--- src/rtl/apb_drp_pkg.sv ---
// apb_drp_pkg: shared state type and DRP data width for the APB-to-DRP bridge.
package apb_drp_pkg;
  typedef enum logic [1:0] {IDLE, BUSY, DONE} drp_bridge_state_t;
  localparam int DRP_DATA_WIDTH = 16;
endpackage

--- src/rtl/apb_drp_bridge.sv ---
// apb_drp_bridge: APB completer turning 32-bit register accesses into single 16-bit DRP
// transactions, with a timeout so a dead transceiver answers PSLVERR instead of hanging.
module apb_drp_bridge
  import apb_drp_pkg::*;
#(
  parameter int APB_ADDR_WIDTH = 10,
  parameter int DRP_ADDR_WIDTH = 8,
  parameter int TIMEOUT_CYCLES = 255
) (
  input  logic                      pclk,
  input  logic                      presetn,
  input  logic                      psel,
  input  logic                      penable,
  input  logic                      pwrite,
  input  logic [APB_ADDR_WIDTH-1:0] paddr,
  input  logic [31:0]               pwdata,
  input  logic [3:0]                pstrb,
  output logic                      pready,
  output logic [31:0]               prdata,
  output logic                      pslverr,
  output logic                      drp_en,
  output logic                      drp_we,
  output logic [DRP_ADDR_WIDTH-1:0] drp_addr,
  output logic [DRP_DATA_WIDTH-1:0] drp_di,
  input  logic [DRP_DATA_WIDTH-1:0] drp_do,
  input  logic                      drp_rdy
);
  localparam int CW = $clog2(TIMEOUT_CYCLES + 1);
  drp_bridge_state_t state_q, state_d;
  logic [CW-1:0] cnt_q, cnt_d;
  logic pready_q, pready_d, pslverr_q, pslverr_d, drp_en_q, drp_en_d, drp_we_q, drp_we_d, wr_q, wr_d;
  logic [31:0] prdata_q, prdata_d;
  logic [DRP_ADDR_WIDTH-1:0] drp_addr_q, drp_addr_d;
  logic [DRP_DATA_WIDTH-1:0] drp_di_q, drp_di_d;
  logic bad;
  logic unused_bits;
  assign unused_bits = ^{pwdata[31:16], pstrb[3:2]};
  assign bad = (|paddr[1:0]) || ((paddr >> (DRP_ADDR_WIDTH + 2)) != '0) || (pwrite && pstrb[1:0] != 2'b11);
  always_comb begin
    state_d    = state_q;
    cnt_d      = cnt_q;
    pready_d   = 1'b0;
    pslverr_d  = 1'b0;
    prdata_d   = '0;
    drp_en_d   = 1'b0;
    drp_we_d   = 1'b0;
    wr_d       = wr_q;
    drp_addr_d = drp_addr_q;
    drp_di_d   = drp_di_q;
    case (state_q)
      IDLE: if (psel && penable) begin
        if (bad) begin
          pready_d  = 1'b1;
          pslverr_d = 1'b1;
          state_d   = DONE;
        end else begin
          drp_en_d   = 1'b1;
          drp_we_d   = pwrite;
          wr_d       = pwrite;
          drp_addr_d = paddr[DRP_ADDR_WIDTH+1:2];
          drp_di_d   = pwrite ? pwdata[DRP_DATA_WIDTH-1:0] : '0;
          cnt_d      = '0;
          state_d    = BUSY;
        end
      end
      BUSY: begin
        cnt_d = cnt_q + CW'(1);
        // a response landing on the timeout cycle still counts as success
        if (drp_rdy) begin
          pready_d = 1'b1;
          prdata_d = wr_q ? '0 : {{(32-DRP_DATA_WIDTH){1'b0}}, drp_do};
          state_d  = DONE;
        end else if (cnt_q == CW'(TIMEOUT_CYCLES - 1)) begin
          pready_d  = 1'b1;
          pslverr_d = 1'b1;
          state_d   = DONE;
        end
      end
      DONE: state_d = IDLE;
      default: state_d = IDLE;
    endcase
  end
  always_ff @(posedge pclk or negedge presetn) begin
    if (!presetn) begin
      state_q    <= IDLE;
      cnt_q      <= '0;
      pready_q   <= 1'b0;
      pslverr_q  <= 1'b0;
      prdata_q   <= '0;
      drp_en_q   <= 1'b0;
      drp_we_q   <= 1'b0;
      wr_q       <= 1'b0;
      drp_addr_q <= '0;
      drp_di_q   <= '0;
    end else begin
      state_q    <= state_d;
      cnt_q      <= cnt_d;
      pready_q   <= pready_d;
      pslverr_q  <= pslverr_d;
      prdata_q   <= prdata_d;
      drp_en_q   <= drp_en_d;
      drp_we_q   <= drp_we_d;
      wr_q       <= wr_d;
      drp_addr_q <= drp_addr_d;
      drp_di_q   <= drp_di_d;
    end
  end
  assign pready   = pready_q;
  assign pslverr  = pslverr_q;
  assign prdata   = prdata_q;
  assign drp_en   = drp_en_q;
  assign drp_we   = drp_we_q;
  assign drp_addr = drp_addr_q;
  assign drp_di   = drp_di_q;
endmodule

--- config.mk ---
export PLATFORM = sky130hd
export DESIGN_NAME = apb_drp_bridge
export DESIGN_NICKNAME = d
export VERILOG_FILES = /design/src/rtl/apb_drp_pkg.sv /design/src/rtl/apb_drp_bridge.sv
export SDC_FILE = /design/constraint.sdc
export NUM_CORES = 1
export LEC_CHECK = 0
export CAP_MARGIN = 10
export CORE_MARGIN = 2
export CORE_UTILIZATION = 42
export DETAILED_ROUTE_END_ITERATION = 6
export PLACE_DENSITY = 0.86
export SYNTH_ARGS = -nofsm -noshare
export SYNTH_HDL_FRONTEND = slang
export SYNTH_SLANG_ARGS = --single-unit
--- constraint.sdc ---
create_clock -name pclk -period 4.1 [get_ports pclk]
set_input_delay 0.615 -clock pclk [delete_from_list [all_inputs] [get_ports pclk]]
set_output_delay 0.615 -clock pclk [all_outputs]
set_load 0.01 [all_outputs]
== After elaboration in Yosys (flattened, before gate mapping) ==
Index checks and enable logic that the tools add are counted.
Widths: inputs -> output; s select.

* Bitwise logic cells: 1
* Equal/unequal tests: 6
* Add/sub/neg operators: 1
* Reduce and logical (&&, ||, !) cells: 9
* Multiplexer cells: 25

{| class="wikitable"
|+ Operator list
! kind !! count
|-
| $mux 16 || 4
|-
| $mux 8 || 2
|-
| $pmux 8 s2 || 1
|-
| $mux 1 || 11
|-
| $add 8x1->8 const B || 1
|-
| $eq 8x8->1 const B || 1
|-
| $mux 2 || 4
|-
| $ne 2x2->1 const B || 3
|-
| $reduce_and 3->1 || 2
|-
| $pmux 1 s2 || 2
|-
| $pmux 2 s2 || 1
|-
| $ne 3x3->1 const B || 1
|-
| $eq 2x1->1 const B || 1
|-
| $logic_and 1x1->1 || 2
|-
| $logic_not 2->1 || 1
|-
| $reduce_and 2->1 || 1
|-
| $reduce_bool 2->1 || 1
|-
| $reduce_or 2->1 || 1
|-
| $logic_or 1x1->1 || 1
|-
| $not 1->1 || 1
|}

* Input port bits: 68
* Logic and storage cells: 52
* Output and inout bits: 60
* Register bits: 71

== Depth between registers and ports, before layout ==
Gate-level depths: netlist of the first run.

* Word-level depth: 6
* Mapped depth: 5
* Mapped depth without buffers: 5

== Least setup slack after synthesis of the first run ==
OpenSTA, ideal clock, no wires.

* Path type: input to register
* Start: input port paddr[1]
* End: register drp_addr_q[2], in the netlist drp_addr[2]
* Setup time: 127 ps
* Buffers on the path: 1
* Data required time: 3,973 ps
* Path slack: 2,318 ps
* Arrival: 1,655 ps
* Stages on the path: 4
* Cell sequence: or2_1 -> nor3_4 -> buf_6 -> mux2_1

* Word-level cells in the longest chain between the ends: 4

{| class="wikitable"
|+ Ends and longest elaborated chain
! element !! line !! RTL
|-
| start: declaration || apb_drp_bridge.sv:15 || <nowiki>input logic [APB_ADDR_WIDTH-1:0] paddr,</nowiki>
|-
| $reduce_or 2->1 || apb_drp_bridge.sv:38 || <nowiki>assign bad = (|paddr[1:0]) || ((paddr >> (DRP_ADDR_WIDTH + 2)) != '0) || (pwrite && pstrb[1:0] != 2'b11);</nowiki>
|-
| $logic_or 1x1->1 || apb_drp_bridge.sv:38 ||
|-
| $not 1->1 (no line) || - ||
|-
| $reduce_and 3->1 (no line) || - ||
|-
| end signal: assignment || apb_drp_bridge.sv:104 || <nowiki>drp_addr_q <= drp_addr_d;</nowiki>
|-
| end: declaration || apb_drp_bridge.sv:33 || <nowiki>logic [DRP_ADDR_WIDTH-1:0] drp_addr_q, drp_addr_d;</nowiki>
|}

No other way between the ends.
A chain may end at the register's enable or synchronous reset.

== Worst setup path after layout of the first run ==
* Start: input port pwrite
* End: register drp_addr_q[0], in the netlist drp_addr[0]

* Word-level cells in the longest chain between the ends: 4

{| class="wikitable"
|+ Ends and longest elaborated chain
! element !! line !! RTL
|-
| start: declaration || apb_drp_bridge.sv:14 || <nowiki>input logic pwrite,</nowiki>
|-
| $logic_and 1x1->1 || apb_drp_bridge.sv:38 ||
|-
| $logic_or 1x1->1 || apb_drp_bridge.sv:38 ||
|-
| $not 1->1 (no line) || - ||
|-
| $reduce_and 3->1 (no line) || - ||
|}

No other way between the ends.

==> results of run 1 <==
[metal layers]
metal	GRT usage [%]	up-vias	routed length, um
met5	0	-	0
li1	-	820	-
met3	4.977	4	298
met2	29.33	57	2674
met1	20.58	805	2029
met4	5.345	0	59
[report_power, final]
part	leakage (nW)	internal, W	switching [W]
combinational	0.763	0.000230	0.000157
sequential	0.710	0.000648	0.0000749
clock	0.0408	0.000122	0.000176
[per-stage QoR]
step	hold WS (ps)	utilization, %	std cells
6_report	280.0	61.96	371
5_1_grt	318.1	61.96	371
4_1_cts	292.0	61.96	371
3_5_place_dp	473.9	60.28	363
3_3_place_gp	469.4	60.28	363
2_1_floorplan	319.4	-	218
[cell usage in the layout, fill, tap and decap left out, types with 2 or more instances in the layout]
cell	n
sky130_fd_sc_hd__clkdlybuf4s50_1	92
sky130_fd_sc_hd__dfrtp_1	55
sky130_fd_sc_hd__nand2_1	20
sky130_fd_sc_hd__and2_1	17
sky130_fd_sc_hd__inv_1	17
sky130_fd_sc_hd__mux2i_1	17
sky130_fd_sc_hd__conb_1	16
sky130_fd_sc_hd__mux2_1	7
sky130_fd_sc_hd__o21ai_0	6
sky130_fd_sc_hd__clkbuf_8	5
sky130_fd_sc_hd__o31ai_1	3
sky130_fd_sc_hd__or3_1	3
sky130_fd_sc_hd__buf_4	3
sky130_fd_sc_hd__nand2b_1	2
sky130_fd_sc_hd__nand4_1	2
sky130_fd_sc_hd__nand3_1	2
sky130_fd_sc_hd__o21bai_1	2
sky130_fd_sc_hd__a21bo_2	2
sky130_fd_sc_hd__or4_1	2
sky130_fd_sc_hd__nand3b_1	2
sky130_fd_sc_hd__o211ai_1	2
sky130_fd_sc_hd__mux2_2	2
sky130_fd_sc_hd__ha_1	2
sky130_fd_sc_hd__clkinvlp_4	2
[critical path, cell delays in order]
cell and delay [ps]:
sky130_fd_sc_hd__clkdlybuf4s50_1 760, sky130_fd_sc_hd__a21boi_4 320, sky130_fd_sc_hd__nor3_4 170, sky130_fd_sc_hd__buf_4 280
sky130_fd_sc_hd__mux2_2 360
[flip-flops by register name (all words and copies together), names as in the netlist]
| signal | cells |
|---|---|
| state_q | 2 |
| wr_q | 1 |
| drp_addr | 8 |
| prdata | 16 |
| pready | 1 |
| drp_en | 1 |
| pslverr | 1 |
| drp_di | 16 |
| cnt_q | 8 |
| drp_we | 1 |
[area by class of cell]
type                    instances  area [um^2]  share of cell area (%)
multi-input cells             123        840.8                   24.64
well taps                      72        90.09                   2.640
clock inverters                 3        23.77                  0.6967
inverters                      17        63.81                   1.870
flip-flops and latches         55         1376                   40.34
repair buffers                 96        948.4                   27.80
clock buffers                   5        68.82                   2.017
[worst max-delay path by stage]
stage | from | endpoint | slack (ps) | cells after the start
2_1_floorplan | paddr[1] | drp_addr[2] | 2320 | 4
3_3_place_gp | pwrite | drp_addr[1] | 1450 | 5
3_5_place_dp | pwrite | drp_addr[0] | 1450 | 5
4_1_cts | pwrite | drp_addr[0] | 1760 | 5
5_1_grt | pwrite | drp_addr[0] | 1660 | 5
6_report | pwrite | drp_addr[0] | 1780 | 5
[cell families after synthesis]
family	share of synthesized area [%]
DFF	57.56
other	0.1568
and+or+nand+nor	13.92
AOI/OAI and AO/OA	6.332
adders and majority gates	1.046
buffers and inverters	9.628
muxes	11.36
==> implementation parameters, run 1 <==
Parameter                              Value

Global route
  Pin count of the biggest net entering global routing ... 32
  Initial antenna violation count ... 0
  Wire length of the first global-routing pass ... 8280 um
  GRT Overall Usage ... 17.05%
  Via count of the first global-routing pass ... 1752
  Remaining global-route overflow ... 0

Timing
  Setup TNS after final layout ... 0 ps
  Slew Limit Headroom ... 50.38%
  Share of the cycle needed by the critical path after routing ... 56.50%
  Max-slew violation count ... 0
  Final Hold Fails ... 0
  Setup repair after global routing missed its margin ... no
  Final min period ... 2317 ps
  Final clock skew ... 10.42 ps
  Worst path setup slack after routing ... 1783 ps
  Number of setup violations in the final report ... 0
  Maximum clock frequency ... 431.7 MHz
  Least-Margin Pin Slew ... 741.0 ps

Finish
  Area Overhead vs Synth ... 42.70%
  Count of nets after finishing ... 368
  Fill cell count ... 421
  Number of diodes ... 0
  Share of layout cells above drive strength 1 ... 6.689%
  Design area ... 3412 um^2

Logic synthesis
  Leading cell types by count after synthesis ... sky130_fd_sc_hd__dfrtp_1, sky130_fd_sc_hd__nand2_1, sky130_fd_sc_hd__buf_4
  Register bit total from synthesis ... 55
  Post-synth top area cell ... sky130_fd_sc_hd__dfrtp_1
  Post-synth cell types ... 38
  Most repeated cell in the gate-level netlist after synthesis ... sky130_fd_sc_hd__dfrtp_1
  Count of synthesis-stage warnings from yosys ... 0
  Number of synthesized flops with an enable pin ... 0
  Proportion of synthesized flip-flops having asynchronous set or reset ... 100.0%
  Leading cell types by total area after synthesis ... sky130_fd_sc_hd__dfrtp_1, sky130_fd_sc_hd__mux2i_1, sky130_fd_sc_hd__buf_4
  Fraction of synthesized cell area taken by the top area cell type ... 57.56%
  Cells after Synth ... 203
  Syn_area_per_cell ... 11.78 um^2
  Sequential element share of the synthesized area ... 57.56%
  Post-synth top flop ... sky130_fd_sc_hd__dfrtp_1
  Mapped cell area ... 2391 um^2

Job
  Maximum Capacitance Violations ... 0

Worst setup path
  Worst reg2reg path depth ... 3
  Worst reg2reg endpoint ... prdata[2]
  Critical-path maximum fanout ... 19
  Arrival time of data at the critical path endpoint ... 2510 ps
  CP Data Required Time ... 4290 ps
  Launch point of the worst reg-to-reg path ... state_q[1]
  Element type at the critical path start ... primary input
  Worst-case register-to-register setup slack ... 2330 ps
  CP Class ... in2reg
  Endpoint class of the critical path ... flip-flop

Place
  Half-perimeter wire length of the detailed placement result ... 3813 um
  Placement Setup Slack ... 1446 ps
  I/O Buffers ... 93
  Placer congestion estimate ... 0.7364
  Placed Instance Area ... 3319 um^2

Route
  Wire length per cell after detailed routing ... 13.64 um
  1st-iter DRT viols ... 93
  Total via count in the routed design ... 1686
  Routed wire length ... 5061 um
  Antenna-violating nets left ... 0
  Post-detailed-route DRC marker count ... 0
  First-pass detailed-route iteration total ... 4
  Via density per instance ... 4.544

Clocking
  CTS clock-pin slew for the worst setup and hold paths ... 100 ps
  CTS Buf Count ... 5
  Root buf cell ... sky130_fd_sc_hd__clkbuf_8
  Clk sinks ... 55
  CTS H-Tree Depth ... 2
  Setup bufs post-CTS ... 0
  Deepest clock path buffer count ... 2
  Total of hold buffers inserted after clock tree synthesis ... 0
  TritonCTS clock tree ... built
  Latest clock arrival within the worst-skew pair ... 300 ps
  Post-cts repair resize count ... 0

Die
  Die Ht ... 79.45 um
  Die Outline Area ... 6312 um^2
  Overall die width ... 79.45 um
  Ports placed on the boundary ... 128
  Area of the core ... 5507 um^2
  Number of core rows ... 27
  Initial Util ... 43.42%

Outcome
  Outcome ... completed

Power and ir drop
  Peak supply drop ... 0.2856 mV
  Power Density ... 412.7 nW/um^2
  Static leakage power ... 1.514 nW
  Total chip power ... 0.001408 W

Hold path
  HP Class ... in2async
(Power assumes the default switching activity.)
==> inputs of run 2 (changes only) <==
--- a/config.mk
+++ b/config.mk
@@ -7,9 +7,9 @@
 export LEC_CHECK = 0
 export CAP_MARGIN = 10
 export CORE_MARGIN = 2
-export CORE_UTILIZATION = 42
+export CORE_UTILIZATION = 35
 export DETAILED_ROUTE_END_ITERATION = 6
-export PLACE_DENSITY = 0.86
+export PLACE_DENSITY = 0.77
 export SYNTH_ARGS = -nofsm -noshare
 export SYNTH_HDL_FRONTEND = slang
 export SYNTH_SLANG_ARGS = --single-unit
==> constraint.sdc (replaced) <==
create_clock -name pclk -period 1.9 [get_ports pclk]
set_input_delay 0.285 -clock pclk [delete_from_list [all_inputs] [get_ports pclk]]
set_output_delay 0.285 -clock pclk [all_outputs]
set_load 0.01 [all_outputs]
==> run 2 against run 1 <==
Net effect:
- final cell count increased by 3.8%
- critical path depth fell by 2
- power grew 120%
- clock skew is 0.68 ps lower
- via count is 1.8% higher
- worst setup slack worse by 1500 ps
- count of clock-buffer cells in the layout is 1 higher
- register-to-register slack got worse by 2000 ps
- critical endpoint is now prdata[3]
==> implementation parameters, run 2 (synthesis gave the netlist of run 1 again) <==
Parameter                              Value

Finish
  Commonest cells after routing, fill and taps aside ... sky130_fd_sc_hd__clkdlybuf4s50_1, sky130_fd_sc_hd__dfrtp_1, sky130_fd_sc_hd__nand2_1
  Total area of multi-input combinational cells ... 847.1 um^2
  Number of diodes ... 0
  Fill cell count ... 605
  Commonest non-fill, non-tap cell in the layout ... sky130_fd_sc_hd__clkdlybuf4s50_1
  Count of nets after finishing ... 374
  Design area ... 3495 um^2
  Area Overhead vs Synth ... 46.15%
  Share of layout cells above drive strength 1 ... 8.197%
  Register cell area after layout ... 1376 um^2

Die
  Number of core rows ... 30
  Die Outline Area ... 7509 um^2
  Die Ht ... 86.66 um
  Overall die width ... 86.66 um
  Area of the core ... 6719 um^2
  Ports placed on the boundary ... 128
  Initial Util ... 35.59%

Global route
  Remaining global-route overflow ... 0
  Initial antenna violation count ... 0
  Pin count of the biggest net entering global routing ... 56
  Wire length of the first global-routing pass ... 8017 um
  Via count of the first global-routing pass ... 1676
  GRT Overall Usage ... 13.70%

Route
  1st-iter DRT viols ... 81
  Routed wire length ... 5057 um
  Total via count in the routed design ... 1716
  Post-detailed-route DRC marker count ... 0
  Wire length per cell after detailed routing ... 13.14 um
  Via density per instance ... 4.457
  Antenna-violating nets left ... 0
  First-pass detailed-route iteration total ... 4

Timing
  Max-slew violation count ... 0
  Setup TNS after final layout ... 0 ps
  Slew Limit Headroom ... 65.79%
  Maximum clock frequency ... 629.2 MHz
  Final min period ... 1589 ps
  Number of setup violations in the final report ... 0
  Share of the cycle needed by the critical path after routing ... 83.65%
  Final Hold Fails ... 0
  Least-Margin Pin Slew ... 512.6 ps
  Setup repair after global routing missed its margin ... no
  Final clock skew ... 9.743 ps

Worst setup path
  Element type at the critical path start ... flip-flop
  Critical-path maximum fanout ... 16
  CP Data Required Time ... 2140 ps
  Launch point of the worst reg-to-reg path ... state_q[1]
  Worst-case register-to-register setup slack ... 310 ps
  Worst reg2reg endpoint ... prdata[3]
  Endpoint class of the critical path ... flip-flop
  CP Class ... reg2reg
  Arrival time of data at the critical path endpoint ... 1830 ps
  Worst reg2reg path depth ... 3

Hold path
  Worst hold path endpoint ... drp_addr[4]
  HP Class ... reg2reg
  Launch point of the worst hold path ... drp_addr[4]
  Number of cells on the worst hold path ... 1

Place
  I/O Buffers ... 93
  Placed Instance Area ... 3379 um^2
  Half-perimeter wire length of the detailed placement result ... 3732 um
  Placer congestion estimate ... 0.7292

Outcome
  Outcome ... completed

Clocking
  Latest clock arrival within the worst-skew pair ... 310 ps
  CTS clock-pin slew for the worst setup and hold paths ... 100 ps
  Root buf cell ... sky130_fd_sc_hd__clkbuf_8
  Deepest clock path buffer count ... 2
  Clk sinks ... 55
  CTS Buf Count ... 5
  TritonCTS clock tree ... built
  CTS H-Tree Depth ... 2

Power and ir drop
  Static leakage power ... 1.559 nW
  Peak supply drop ... 0.3425 mV
  Power Density ... 882.7 nW/um^2

Job
  Maximum Capacitance Violations ... 0
==> run 2: cell count changes in the layout (fill, tap and decap cells not counted), sizes merged <==
cell / delta
clkinvlp: -1
dlygate4sd3: +1
inv: -1
clkinv: +1
clkbuf: +1
buf: +5
==> run 2: where the power goes <==
group | total, W | switching (W) | internal [W]
clock | 0.000679 | 0.000380 | 0.000298
sequential | 0.00156 | 0.000165 | 0.00140
combinational | 0.000843 | 0.000337 | 0.000506
==> run 2: stage by stage <==
stage	hold WS, ps	worst slack (ps)	utilization (%)	power [W]	instances
after floorplan	-10.59	442.7	-	0.001920	218
after global placement	307.4	59.81	50.30	0.002401	376
after detailed placement	309.2	21.88	50.30	0.002431	376
after CTS	504.7	134.3	51.92	0.003120	385
after global routing	507.6	138.7	52.01	0.003269	385
final	501.3	310.6	52.01	0.003085	385
==> run 2: worst max-delay path, cell delays in order (launching register included) <==
cell and delay (ps):
sky130_fd_sc_hd__dfrtp_1 420, sky130_fd_sc_hd__nand2b_1 360, sky130_fd_sc_hd__nor3b_4 540, sky130_fd_sc_hd__and2_1 200
==> run 2: cell type report <==
cell class	instances	area share [%]
inverter	17	1.826
multi-input combinational	123	24.24
timing repair buffer	102	28.86
clock buffer	6	2.363
clock inverter	2	0.4654
tap	80	2.864
sequential	55	39.38
==> run 2: how the worst max path moves through the flow <==
stage / depth (start not counted) / to / slack, ps / start
finish: 3 / prdata[3] / 310 / state_q[1]
detailed placement: 6 / drp_di[5] / 20 / paddr[1]
CTS: 3 / prdata[0] / 130 / state_q[1]
global route: 3 / prdata[1] / 140 / state_q[1]
floorplan: 4 / drp_addr[2] / 440 / state_q[1]
global placement: 5 / drp_addr[5] / 60 / paddr[1]
==> run 2: layer usage <==
| layer | vias to the layer above | part of all wire [%] | global-route usage (%) |
|---|---|---|---|
| met2 | 46 | 53 | 23.92 |
| met5 | - | 0 | 0 |
| met4 | 0 | 2.1 | 5.824 |
| met3 | 7 | 4.3 | 3.048 |
| li1 | 834 | - | - |
| met1 | 829 | 41 | 16.20 |
==> run 2: repair_timing <==
action	4_1_cts	5_1_grt
endpoints found under the hold margin	55	0
hold buffers	1	0
buffers inserted	0	0
gates resized for setup	0	1
setup endpoints to repair	0	10
